`src/rtl/pipe_hazard_ctrl.sv`:
```
// Pipeline sequencing controller for the 5-stage RISC-V core.
// Combines load-use hazards, taken branches resolved in EX and multi-cycle
// data-memory accesses into the stall/enable/flush controls of the pipeline
// registers. A two-state wait FSM freezes the pipe while memory is busy,
// aborts the access after MEM_TIMEOUT cycles and raises a sticky error flag.
module pipe_hazard_ctrl #(
  parameter int MEM_TIMEOUT = 16,  // legal range 2..255
  parameter int CNT_W       = 16
) (
  input  logic             clk,
  input  logic             rst,
  input  logic [4:0]       Rs1D,
  input  logic [4:0]       Rs2D,
  input  logic [4:0]       RdE,
  input  logic             MemReadE,
  input  logic             PCSrcE,
  input  logic             MemReqM,
  input  logic             MemReadyM,
  input  logic             ErrClr,
  output logic             StallF,
  output logic             StallD,
  output logic             StallE,
  output logic             EnM,
  output logic             FlushD,
  output logic             FlushE,
  output logic             FlushM,
  output logic             FlushW,
  output logic             MemErr,
  output logic [CNT_W-1:0] StallCycles
);

  typedef enum logic {
    RUN  = 1'b0,
    WAIT = 1'b1
  } state_t;

  localparam logic [7:0] TIMEOUT = 8'(MEM_TIMEOUT);

  state_t     state, state_nxt;
  logic [7:0] wait_cnt, wait_cnt_nxt;
  logic       freeze, abort, load_use;

  // Classify the current cycle: memory freeze, memory abort, load-use hazard.
  always_comb begin
    // NOTE: every signal driven here gets a default first so no path can
    // leave it unassigned and infer a latch.
    freeze   = 1'b0;
    abort    = 1'b0;
    load_use = MemReadE && (RdE != 5'd0) && ((RdE == Rs1D) || (RdE == Rs2D));
    if (state == RUN) begin
      freeze = MemReqM && !MemReadyM;
    end else if (!MemReadyM) begin
      freeze = (wait_cnt < TIMEOUT);
      abort  = (wait_cnt == TIMEOUT);
    end
  end

  // Next state and wait counter: enter/extend WAIT on freeze, leave on ready or abort.
  always_comb begin
    state_nxt    = RUN;
    wait_cnt_nxt = 8'd0;
    if (freeze) begin
      state_nxt    = WAIT;
      wait_cnt_nxt = (state == WAIT) ? wait_cnt + 8'd1 : 8'd1;
    end
  end

  // Pipeline controls by priority freeze/abort > branch > load-use; idle during reset.
  always_comb begin
    StallF = 1'b0;
    StallD = 1'b0;
    StallE = 1'b0;
    EnM    = 1'b1;
    FlushD = 1'b0;
    FlushE = 1'b0;
    FlushM = 1'b0;
    FlushW = 1'b0;
    if (rst) begin
      if (freeze) begin
        StallF = 1'b1;
        StallD = 1'b1;
        StallE = 1'b1;
        EnM    = 1'b0;
        FlushW = 1'b1;
      end else if (abort) begin
        FlushM = 1'b1;
        FlushW = 1'b1;
      end else if (PCSrcE) begin
        // A branch squashes the hazard-carrying instruction anyway, so no stall.
        FlushD = 1'b1;
        FlushE = 1'b1;
      end else if (load_use) begin
        StallF = 1'b1;
        StallD = 1'b1;
        FlushE = 1'b1;
      end
    end
  end

  // FSM state and wait counter registers.
  always_ff @(posedge clk or negedge rst) begin
    // NOTE: every control register is cleared by the async reset, so the
    // pipe comes out of reset idle; state uses non-blocking assignments so
    // all registers update together on the edge.
    if (!rst) begin
      state    <= RUN;
      wait_cnt <= 8'd0;
    end else begin
      state    <= state_nxt;
      wait_cnt <= wait_cnt_nxt;
    end
  end

  // Sticky timeout flag; a new abort outranks a simultaneous clear.
  always_ff @(posedge clk or negedge rst) begin
    if (!rst) begin
      MemErr <= 1'b0;
    end else if (abort) begin
      MemErr <= 1'b1;
    end else if (ErrClr) begin
      MemErr <= 1'b0;
    end
  end

  // Saturating count of fetch-stall cycles for performance monitoring.
  always_ff @(posedge clk or negedge rst) begin
    if (!rst) begin
      StallCycles <= '0;
    end else if (StallF && (StallCycles != {CNT_W{1'b1}})) begin
      StallCycles <= StallCycles + CNT_W'(1);
    end
  end

endmodule

```
`config.mk`:
```
export PLATFORM = sky130hd
export DESIGN_NAME = pipe_hazard_ctrl
export DESIGN_NICKNAME = d
export VERILOG_FILES = /design/src/rtl/pipe_hazard_ctrl.sv
export SDC_FILE = /design/constraint.sdc
export NUM_CORES = 1
export LEC_CHECK = 0
export CAP_MARGIN = 5
export CORE_AREA = 2 2 54 56
export DETAILED_ROUTE_END_ITERATION = 16
export DIE_AREA = 0 0 56 58
export DONT_BUFFER_PORTS = 1
export PLACE_DENSITY = 0.76
export SYNTH_ARGS = -nofsm -noshare
export SYNTH_HDL_FRONTEND = slang
export SYNTH_SLANG_ARGS = --single-unit
```
`constraint.sdc`:
```
create_clock -name clk -period 2.1 [get_ports clk]
set_input_delay 0.315 -clock clk [delete_from_list [all_inputs] [get_ports clk]]
set_output_delay 0.315 -clock clk [all_outputs]
set_load 0.05 [all_outputs]
```
==> run_results.csv <==
group,metric,value,unit
layout,fin_util,0.7021,
layout,seqCellArea,655.6,um2
timing,post-route-period-util,1.145,
global_route,overflow,0,
timing,grt_setup_unrepaired,"true",
synth,synth.distinct_cells,37,
detailed_routing,postRouteAntennaNets,0,
run_status,failed_checks,"negative hold slack, negative setup slack",
detailed_routing,vias,1067,
global_route,grt_pass1_wl,4.892,mm
timing,max_freq,416.0,MHz
worst_setup_path,path_class,"flip-flop to output pin",
global_route,grt_max_degree,30,
synth,ys.flop_type,"dfrtp_1",
floorplan,initial_utilization,0.5338,
layout,fin_area,1869,um2
synth,yosys_warnings,0,
timing,maxSlewViolCount,0,
floorplan,die_w,56,um
layout,final.fill_count,195,
synth,yosysTopAreaCell,"dfrtp_1",
worst_setup_path,critPathCaptureType,"output pin",
synth,synth_edf_count,0,
detailed_routing,firstDrtPassIters,4,
floorplan,core-area,2663,um2
cts,ctsHtreeMaxLevel,1,
synth,seq_area_frac_synth,0.4577,
cts,path_clk_slew,140,ps
placement,placed_area,1695,um2
detailed_routing,drc_errors,0,
timing,setup_slack,-303.9,ps
timing,skew,4.988,ps
detailed_routing,routedWlPerCell,15.85,um
synth,yosys-top-cells-count,"26 x dfrtp_1, 15 x xnor2_1, 12 x xor2_1",
synth,synthCells,126,
worst_setup_path,max_stage_delay,410,ps
global_route,grt_pass1_vias,1068,
layout,multi_input_area,813.3,um2
synth,synth_top_area_frac,0.4577,
floorplan,die-height,58,um
hold_path,hold_path.class,"primary input to async pin",
cts,clk_latency,330,ps
synth,postSynthAreaPerCell,11.28,um2
worst_setup_path,worstSetupStartpointType,"flip-flop",
cts,numCtsBuffers,3,
layout,diodes,0,
cts,root_buffer,"clkbuf_4",
cts,clkSinkCount,26,
cts,cts_tree,"yes",
power,p_per_area,722.9,nW/um2
worst_setup_path,arrival,2090,ps
placement,place_congestion,0.7960,
global_route,antenna_found_initial,0,
placement,dp_hpwl,2.190,mm
detailed_routing,viasPerCell,5.528,
placement,dpl.cell_count,185,
placement,numPortBuffers,0,
detailed_routing,met3WireLength,224,um
synth,ys_seq_elements,26,
detailed_routing,drt-met1-wl,1.263,mm
cts,cts_buffer_depth,2,
layout,drive_above_1_share,0.4321,
floorplan,die_area,3248,um2
run_status,outcome,"finished with violations",
flow_run,cap_violations,0,
detailed_routing,drtIter0Drc,31,
timing,whs,-351.1,ps
layout,finalNonFillerCells,193,
worst_setup_path,cp_slowest_cell,"dfrtp_1",
timing,finalSetupViolCount,24,
detailed_routing,wl,3.059,mm
layout,syn_to_final_growth,31.51,%
synth,syn_area,1421,um2
worst_setup_path,crit_fanout,5,
synth,synth-async-reset-ratio,1.000,
global_route,track_usage,0.1955,
floorplan,pin_count,47,
detailed_routing,wl_met2,1.529,mm
synth,synth_most_common_cell,"dfrtp_1",
detailed_routing,highest_layer,"met4",
power,vdd_drop_max,712.1,uV
synth,yosys-top-cells-area,"dfrtp_1 46%, xnor2_1 9.2%, xor2_1 7.4%, nand3_2 4.2%, ha_1 2.6%",
floorplan,rows,19,
layout,finalNetCount,188,
power,leakagePower,0.8617,nW
timing,fin_crit,2404,ps
worst_setup_path,critical_path_required,1780,ps
timing,hold_viol,26,
worst_setup_path,crit_chain,"inv_1 -> ha_1 -> or4bb_1 -> or3_4 -> nand3b_4 -> o32ai_4 -> buf_12",
## layout by cell type (no fill, tap or decap), drive strengths merged, types with 2 or more instances in the layout
cell type	count
and3	5
o41a	2
inv	8
conb	3
xor2	12
nand3	11
a21oi	2
dfrtp	26
nor2	9
nand4	5
and2	2
clkbuf	4
ha	3
nor3	3
o21ai	2
or3	2
nand2	3
xnor2	15
buf	33
## routing by layer
metal | track usage | vias to the layer above
li1 | - | 502
met1 | 0.2475 | 522
met2 | 0.3294 | 38
met3 | 0.05357 | 5
met4 | 0.06122 | 0
met5 | 0 | -
## cells by family after synthesis
group,count (synthesis),synth area share
buffers and inverters,12,0.06074
other,1,0.002638
multiplexers,1,0.007922
adder cells (fa/ha/maj),3,0.02641
XOR/XNOR,27,0.1664
flip-flops,26,0.4577
AND/OR/NAND/NOR,47,0.2227
AO/OA/AOI/OAI,9,0.05547
## repair_timing
action | in CTS | in global routing
buffers inserted | 2 | 1
setup endpoints to repair | 21 | 24
endpoints found under the hold margin | 26 | 26
gates cloned | 1 | 0
gates resized for setup | 12 | 9
pin swaps | 6 | 9
## sequential cells by signal (all words and copies together) (netlist names)
signal,count
state,1
StallCycles,16
wait_cnt,8
MemErr,1
## area by class of cell
class / count / share of cell area
Multi-Input combinational cell: 91 / 0.4351
Sequential cell: 26 / 0.3507
Timing Repair Buffer: 33 / 0.1580
Tap cell: 31 / 0.02075
Inverter: 8 / 0.01606
Clock buffer: 4 / 0.01941
## report_power, final
part           internal, mW  leakage [nW]  switching (mW)
registers             0.550         0.342          0.0236
clock network         0.106        0.0210           0.156
logic                 0.168         0.499           0.348
## critical path, delay by kind of cell, from the launching register on
family	cells	cell delay (ps)
simple gates	3	880
buf+inv	2	260
fa+ha+maj	1	130
flops	1	410
compound gates	1	90
## per-stage QoR
stage               TNS [ps]  power (mW)  worst slack (ps)
floorplan              -4158      0.9659            -280.5
global placement      -88.55       1.039            -45.93
detailed placement    -530.3       1.056            -113.3
CTS                    -3462       1.334            -318.7
global route           -7496       1.408            -384.7
finish                 -5041       1.351            -303.9
## final timing paths
kind	start	cells after the start	slack, ps	to
worst max-delay path	wait_cnt[0]	7	-300	StallD
worst min-delay path	rst	0	-350	StallCycles[12]
worst max register to register	wait_cnt[0]	11	-270	StallCycles[0]
worst min register to register	state	2	560	wait_cnt[0]
max in group asynchronous	rst	0	2370	MemErr
min in group clk	ErrClr	1	70	MemErr
(Power assumes the default switching activity.)
